--- src/rtl/operation_encoder.sv ---
// -----------------------------------------------------------------------------
// operation_encoder
//
// Purpose:
//   Converts decoded PS/2 keyboard events for one player into the movement
//   (h_code / v_code) and boost controls consumed by the physics engine.
//   It tracks which of the five bound keys are held. When both keys of an
//   axis are held, the one pressed most recently wins. Boost is rationed by
//   an energy meter. The meter drains one unit per energy tick while boosting
//   and recharges one unit per tick otherwise. Once the meter is fully
//   drained, boost stays locked out until the meter is full again.
//
// Ports:
//   clk        in   1  system clock
//   rst        in   1  synchronous, active-high reset
//   key_valid  in   1  one-cycle strobe: key_code / key_break valid
//   key_code   in   9  {extended flag, scan code}
//   key_break  in   1  1 = key released, 0 = key pressed (make)
//   active     in   1  1 = race running; 0 forces h_code/v_code/boost to 0
//   h_code     out  2  0 NIL, 1 LEFT, 2 RIGHT (registered)
//   v_code     out  2  0 NIL, 1 UP, 2 DOWN (registered)
//   boost      out  1  boost request (registered)
//   energy     out  7  current energy 0..ENERGY_MAX
//   lockout    out  1  1 = depleted, boost inhibited until energy is full
// -----------------------------------------------------------------------------
module operation_encoder #(
    parameter logic [8:0] KEY_UP     = 9'h01D,
    parameter logic [8:0] KEY_DOWN   = 9'h01B,
    parameter logic [8:0] KEY_LEFT   = 9'h01C,
    parameter logic [8:0] KEY_RIGHT  = 9'h023,
    parameter logic [8:0] KEY_BOOST  = 9'h029,
    parameter int         TICK_DIV   = 1000000,
    parameter int         ENERGY_MAX = 100
) (
    input  logic       clk,
    input  logic       rst,
    input  logic       key_valid,
    input  logic [8:0] key_code,
    input  logic       key_break,
    input  logic       active,
    output logic [1:0] h_code,
    output logic [1:0] v_code,
    output logic       boost,
    output logic [6:0] energy,
    output logic       lockout
);

    // Index of each key in the held-flag vector.
    localparam int K_UP    = 0;
    localparam int K_DOWN  = 1;
    localparam int K_LEFT  = 2;
    localparam int K_RIGHT = 3;
    localparam int K_BOOST = 4;
    localparam int NKEYS   = 5;

    localparam logic [1:0] CODE_NIL   = 2'd0;
    localparam logic [1:0] CODE_LEFT  = 2'd1;
    localparam logic [1:0] CODE_RIGHT = 2'd2;
    localparam logic [1:0] CODE_UP    = 2'd1;
    localparam logic [1:0] CODE_DOWN  = 2'd2;

    localparam logic [NKEYS-1:0][8:0] KEY_TABLE =
        {KEY_BOOST, KEY_RIGHT, KEY_LEFT, KEY_DOWN, KEY_UP};

    localparam int         CNT_W    = (TICK_DIV > 1) ? $clog2(TICK_DIV) : 1;
    localparam logic [CNT_W-1:0] CNT_LAST = CNT_W'(TICK_DIV - 1);
    localparam logic [6:0] EMAX     = 7'(ENERGY_MAX);

    // -------------------------------------------------------------------------
    // Key decode: one match line per bound key.
    // -------------------------------------------------------------------------
    logic [NKEYS-1:0] key_hit;

    generate
        for (genvar gi = 0; gi < NKEYS; gi++) begin : g_key_match
            assign key_hit[gi] = key_valid && (key_code == KEY_TABLE[gi]);
        end
    endgenerate

    // -------------------------------------------------------------------------
    // State
    // -------------------------------------------------------------------------
    logic [NKEYS-1:0] held_q,    held_d;
    logic             h_last_q,  h_last_d;   // 1 = RIGHT pressed last, 0 = LEFT
    logic             v_last_q,  v_last_d;   // 1 = DOWN pressed last, 0 = UP
    logic [1:0]       h_code_q,  h_code_d;
    logic [1:0]       v_code_q,  v_code_d;
    logic             boost_q,   boost_d;
    logic [6:0]       energy_q,  energy_d;
    logic             lockout_q, lockout_d;
    logic [CNT_W-1:0] cnt_q,     cnt_d;

    logic             tick;
    logic [1:0]       h_res;
    logic [1:0]       v_res;

    // -------------------------------------------------------------------------
    // Held / last-pressed flags.
    // A make only claims the axis when the key was not already down, so
    // typematic repeats of a held key cannot steal priority back.
    // -------------------------------------------------------------------------
    always_comb begin
        held_d   = held_q;
        h_last_d = h_last_q;
        v_last_d = v_last_q;

        for (int i = 0; i < NKEYS; i++) begin
            if (key_hit[i]) begin
                held_d[i] = ~key_break;
            end
        end

        if (!key_break) begin
            if (key_hit[K_UP] && !held_q[K_UP]) begin
                v_last_d = 1'b0;
            end
            if (key_hit[K_DOWN] && !held_q[K_DOWN]) begin
                v_last_d = 1'b1;
            end
            if (key_hit[K_LEFT] && !held_q[K_LEFT]) begin
                h_last_d = 1'b0;
            end
            if (key_hit[K_RIGHT] && !held_q[K_RIGHT]) begin
                h_last_d = 1'b1;
            end
        end
    end

    // -------------------------------------------------------------------------
    // Axis resolution from the registered flags. When the winner is released,
    // only the opposite key remains held and takes over automatically.
    // -------------------------------------------------------------------------
    always_comb begin
        h_res = CODE_NIL;
        case ({held_q[K_RIGHT], held_q[K_LEFT]})
            2'b01:   h_res = CODE_LEFT;
            2'b10:   h_res = CODE_RIGHT;
            2'b11:   h_res = h_last_q ? CODE_RIGHT : CODE_LEFT;
            default: h_res = CODE_NIL;
        endcase
    end

    always_comb begin
        v_res = CODE_NIL;
        case ({held_q[K_DOWN], held_q[K_UP]})
            2'b01:   v_res = CODE_UP;
            2'b10:   v_res = CODE_DOWN;
            2'b11:   v_res = v_last_q ? CODE_DOWN : CODE_UP;
            default: v_res = CODE_NIL;
        endcase
    end

    // -------------------------------------------------------------------------
    // Registered control outputs. With active low the outputs are forced to
    // zero, but the flags and the energy meter keep running underneath.
    // -------------------------------------------------------------------------
    always_comb begin
        h_code_d = active ? h_res : CODE_NIL;
        v_code_d = active ? v_res : CODE_NIL;
        boost_d  = active && held_q[K_BOOST] && !lockout_q && (energy_q != 7'd0);
    end

    // -------------------------------------------------------------------------
    // Energy meter. The drain/recharge decision uses the boost value that was
    // registered before the tick edge. A boost release arriving on the tick
    // edge therefore still costs that tick.
    // -------------------------------------------------------------------------
    assign tick = (cnt_q == CNT_LAST);

    always_comb begin
        cnt_d     = tick ? '0 : cnt_q + CNT_W'(1);
        energy_d  = energy_q;
        lockout_d = lockout_q;

        if (tick) begin
            if (boost_q) begin
                if (energy_q != 7'd0) begin
                    energy_d = energy_q - 7'd1;
                end
                // Reaching (or sitting at) zero latches the lockout.
                if (energy_q <= 7'd1) begin
                    lockout_d = 1'b1;
                end
            end else begin
                if (energy_q < EMAX) begin
                    energy_d = energy_q + 7'd1;
                end
                // Lockout is released only once the meter is full again.
                if (energy_q >= EMAX - 7'd1) begin
                    lockout_d = 1'b0;
                end
            end
        end
    end

    // -------------------------------------------------------------------------
    // Sequential state
    // -------------------------------------------------------------------------
    always_ff @(posedge clk) begin
        if (rst) begin
            held_q    <= '0;
            h_last_q  <= 1'b0;
            v_last_q  <= 1'b0;
            h_code_q  <= CODE_NIL;
            v_code_q  <= CODE_NIL;
            boost_q   <= 1'b0;
            energy_q  <= EMAX;
            lockout_q <= 1'b0;
            cnt_q     <= '0;
        end else begin
            held_q    <= held_d;
            h_last_q  <= h_last_d;
            v_last_q  <= v_last_d;
            h_code_q  <= h_code_d;
            v_code_q  <= v_code_d;
            boost_q   <= boost_d;
            energy_q  <= energy_d;
            lockout_q <= lockout_d;
            cnt_q     <= cnt_d;
        end
    end

    assign h_code  = h_code_q;
    assign v_code  = v_code_q;
    assign boost   = boost_q;
    assign energy  = energy_q;
    assign lockout = lockout_q;

endmodule

--- config.mk ---
export PLATFORM = sky130hd
export DESIGN_NAME = operation_encoder
export DESIGN_NICKNAME = d
export VERILOG_FILES = /design/src/rtl/operation_encoder.sv
export SDC_FILE = /design/constraint.sdc
export NUM_CORES = 1
export LEC_CHECK = 0
export ABC_AREA = 1
export BUFFER_PORTS_ARGS = -buffer_cell sky130_fd_sc_hd__buf_2
export CELL_PAD_IN_SITES_DETAIL_PLACEMENT = 1
export CELL_PAD_IN_SITES_GLOBAL_PLACEMENT = 2
export CORE_UTILIZATION = 31
export DETAILED_ROUTE_END_ITERATION = 10
export MAX_ROUTING_LAYER = met4
export PLACE_DENSITY = 0.9
export SLEW_MARGIN = 20
export SYNTH_ARGS = -nofsm -noshare
export SYNTH_HDL_FRONTEND = slang
export SYNTH_SLANG_ARGS = --single-unit
--- constraint.sdc ---
create_clock -name clk -period 1.8 [get_ports clk]
set_input_delay 0.36 -clock clk [delete_from_list [all_inputs] [get_ports clk]]
set_output_delay 0.36 -clock clk [all_outputs]
set_load 0.1 [all_outputs]
# == Word level (Yosys, flattened, before mapping) ==
# Index checks and enable logic that the tools add are counted.
# op_classes
addsub,3
order_cmp,3
n_eq_ne,14
mux,14
bitwise,2
reduce_logical,28
# op_table
cell,count
"== test 9 x 5 -> 1 bit, second input constant",3
two-way mux 7 bit,3
"adder 20 x 1 -> 20 bit, second input constant",1
"== test 20 bit, second input constant",1
"== test 9 x 6 -> 1 bit, second input constant",2
logical AND 1 bit,12
case mux 2 bit (3 select lines),2
"== test 2 bit, second input constant",4
nonzero test 2 bit,4
"adder 7 x 1 -> 7 bit, second input constant",1
"greater-or-equal comparator 7 bit, second input constant",1
"less-or-equal comparator 7 x 1 -> 1 bit, second input constant",1
"less-than comparator 7 bit, second input constant",1
two-way mux 1 bit,7
nonzero test 7 bit,1
"subtractor 7 x 1 -> 7 bit, second input constant",1
AND reduction 3 bit,2
logical NOT 1 bit,5
"== test 2 x 1 -> 1 bit, second input constant",2
two-way mux 2 bit,2
"inequality test 2 x 1 -> 1 bit, second input constant",2
AND reduction 2 bit,2
OR reduction 2 bit,2
NOT 1 bit,2
# word_totals
ff_bits,40
in_bits,14
out_inout_bits,13
wordCells,77

# == Logic depth before layout (Yosys ltp) ==
# depth
ltp_word,5
depth_mapped,11
mapped_depth_nobuf,11

# == Worst setup path after synthesis ==
# Ideal clock, no wire load.
# synth_timing
kind,reg-to-reg
start,register energy_q[0] (netlist: energy[0])
end,register energy_q[5] (netlist: energy[5])
setup_ps,122
t_arrival_ps,2144
t_required_ps,1678
slack_ps,-466
path_stages_with_launch,9
n_path_buf,0
synth_period_minus_slack_ps,2266
cell_sequence,dfxtp_1 inv_1 ha_1 nand4_1 nand2_1 nand2_2 nand2_2 nand2_1 nand3_1
# synth_via
elab_chain_cells,3
elab_cells_between_ends,10
classes_between,add/sub: 2; order compare: 1; eq/ne: 1; mux: 3; reduce/logical: 3
# synth_lines
item,line,rtl
from (decl),89,"logic [6:0] energy_q, energy_d;"
from (signal assigned),217,energy_q <= energy_d;
"adder 7 x 1 -> 7 bit, or another cell as far along",186,energy_d = energy_q + 7'd1;
"two-way mux 7 bit, or another cell as far along",185,if (energy_q < EMAX) begin
two-way mux 7 bit or AND reduction 3 bit (tied branches),n/a,
# Several ways; a longest one is shown, not always the timed one. The select of a mux whose other input is x is not followed.
# A chain may end at the register's enable or synchronous reset.

# == Final worst setup path ==
# layout_timing
start,register energy_q[2] (netlist: energy[2])
end,output energy[2]
# layout_lines
item,line,rtl
to (decl),44,"output logic [6:0] energy,"
# No word-level cell between the ends.

==> flow_summary_export.csv <==
group,metric,value,unit
outcome,run_status,"finished, final reports clean",
logic_synthesis,synth.distinct_cells,29,
setup_path,r2r_slack,0.20,ns
logic_synthesis,synth_compound_area_frac,0.0780,
timing,drv_slew,0,
routing,wl_per_cell,12.7,um
logic_synthesis,synth_top_area_cell,"dfxtp_1",
logic_synthesis,avgSynthCellArea,6.34,um^2
timing,period_share,0.914,
grt,grt_pass1_vias,2424,
grt,grt_antenna_before_repair,0,
routing,ant_nets,0,
timing,holdWs,0.332,ns
logic_synthesis,yosys_warnings,0,
power,leakagePower,1.23,nW
job,maxCapViolCount,0,
setup_path,crit_path_cell_trace,"buf_2",
clocking,clock_latency,0.30,ns
min_path,min_path_type,"primary input to flip-flop",
die,die_x,90.4,um
placed_design,place_congestion,0.753,
final_layout,nets,431,
grt,grtUsageTotal,0.172,
clocking,cts_tree,"done",
logic_synthesis,muxShareOfSynthArea,0,
routing,num_vias,2439,
timing,worst_pin_slew,0.490,ns
setup_path,timing.critical_path.buf_inv,1,
clocking,cts_setup_buffers,0,
timing,rsz0062_at_grt,"false",
final_layout,area_delta_synth_final,15.6,%
die,die_h,90.4,um
final_layout,ff_latch_area,815,um^2
grt,grt_max_degree,20,
timing,final.setup.tns,0,ns
setup_path,cp-start-kind,"flip-flop",
clocking,hold_buffers,0,
clocking,cts_root_buffer,"clkbuf_8",
setup_path,required,1.44,ns
grt,grt.overflow.total,0,
setup_path,slowest_delay,0.50,ns
routing,dr.pass1.iters,4,
setup_path,slowest_stage,"dfxtp_2",
setup_path,cp_max_fo,13,
logic_synthesis,synth_top_family_by_area,"simple AND/OR/NAND/NOR gates",
logic_synthesis,synthAdderAreaFrac,0.0258,
final_layout,layout_common_cells,"nand2_1, inv_1, nor2_1",
die,num_rows,31,
timing,setup_viol_count_final,0,
logic_synthesis,synth-simple-area-share,0.438,
die,dieArea,8170,um^2
clocking,htree_levels,2,
clocking,clock-sinks,40,
placed_design,hpwl,4.94,mm
logic_synthesis,synth_fp_nets,401,
setup_path,path_class,"flip-flop to primary output",
final_layout,fillers,999,
timing,skew,0.00548,ns
clocking,numCtsBuffers,5,
clocking,clkTransAtPathRegs,0.08,ns
die,core,7410,um^2
final_layout,num_antenna_cells,0,
logic_synthesis,synth_top_area_frac,0.331,
timing,max_freq,0.608,GHz
final_layout,multi_input_area,1370,um^2
routing,wl,6.48,mm
power,powerDensity,609,nW/um^2
routing,drc,0,
power,max-vdd-ir-drop,0.370,mV
routing,drt-initial-drc-count,68,
logic_synthesis,synth_area,2420,um^2
clocking,cts_buffer_depth,2,
timing,finalCriticalPeriod,1.65,ns
die,ios,27,
setup_path,worstSetupEndpointType,"primary output",
setup_path,cp_top_family,"flip-flops",
setup_path,worstPathArrival,1.29,ns
logic_synthesis,ys_ff_latch,40,
die,start_util,0.327,
grt,grt_pass1_wl,11.3,mm
timing,slew_headroom,0.676,
routing,via_per_inst,4.76,
logic_synthesis,seq_area_frac_synth,0.331,
placed_design,port_buffers,26,
logic_synthesis,synth_xor_area_frac,0.0217,
final_layout,drive_above_1_share,0.160,
logic_synthesis,syn_inst,382,
logic_synthesis,synthTopCellsByArea,"dfxtp_1, nand2_1, inv_1",
final_layout,final_common_cell,"nand2_1",
timing,hold_violations,0,
==> through the flow <==
step                 util  instance area [um^2]  cells  setup slack (ns)  total power (W)
detailed placement  0.362                  2690    504             0.159         0.000985
global placement    0.362                  2690    504             0.240         0.000983
CTS                 0.377                  2800    512             0.119          0.00173
floorplan               -                  2430    382             0.115         0.000954
global route        0.378                  2800    512            0.0369          0.00179
finish              0.378                  2800    512             0.154          0.00170
==> where the power goes <==
part / switching, W / internal [W] / leakage (nW) / total, W
combinational: 0.0000420 / 0.0000274 / 0.854 / 0.0000694
clock: 0.000330 / 0.000410 / 0.0541 / 0.000740
sequential: 0.00000584 / 0.000888 / 0.324 / 0.000894
==> metal layers <==
layer  vias to the layer above  part of all wire  GRT usage
li1                       1267                 -          -
met1                      1135              0.49      0.226
met2                        30              0.48      0.278
met3                         7             0.025     0.0278
met4                         0            0.0097     0.0403
met5                         -                 0          -
==> registers in the layout, indices dropped and copies added (netlist names) <==
| register | cells |
|---|---|
| v_last_q | 1 |
| h_last_q | 1 |
| held_q | 5 |
| cnt_q | 20 |
| v_code | 2 |
| energy | 7 |
| h_code | 2 |
| boost | 1 |
| lockout | 1 |
==> cell families after synthesis <==
family | Yosys count
simple gates | 233
buf+inv | 63
flops | 40
compound gates | 35
xor+xnor | 6
fa+ha+maj | 5
==> cell usage after synthesis <==
master,n
nor3_1,11
buf_2,3
inv_2,1
a31oi_1,1
xor2_1,4
nand4_1,12
a211oi_1,2
or2_2,4
nor3_4,2
or2_0,1
o21a_1,3
nand3_1,33
nor3b_1,2
nor2_1,54
nor2_4,2
inv_1,55
dfxtp_1,40
nand2_2,6
nor2_2,1
nand2_4,1
xnor2_1,2
a21oi_1,18
buf_6,2
nand2_1,101
clkbuf_1,2
o21ai_0,11
ha_1,5
nand3b_1,1
nand3_2,2
==> layout make-up <==
type                       instances  area share
inverter                          56      0.0751
clock buffer                       5      0.0246
clock inverter                     3      0.0152
multi-input combinational        279       0.488
timing repair buffer              30      0.0617
tap                               99      0.0443
sequential                        40       0.291
==> what timing repair did <==
item,4_1_cts,5_1_grt
gates resized for setup,0,1
hold endpoints to repair,0,0
endpoints found under the setup margin,0,4
==> worst paths after layout <==
kind | cells past startpoint | end | from
max | 1 | energy[2] | energy[2]
min | 3 | boost | active
max reg2reg | 10 | energy[2] | cnt_q[1]
min reg2reg | 1 | cnt_q[0] | cnt_q[0]
No activity file was read; power rests on OpenSTA's default activity.
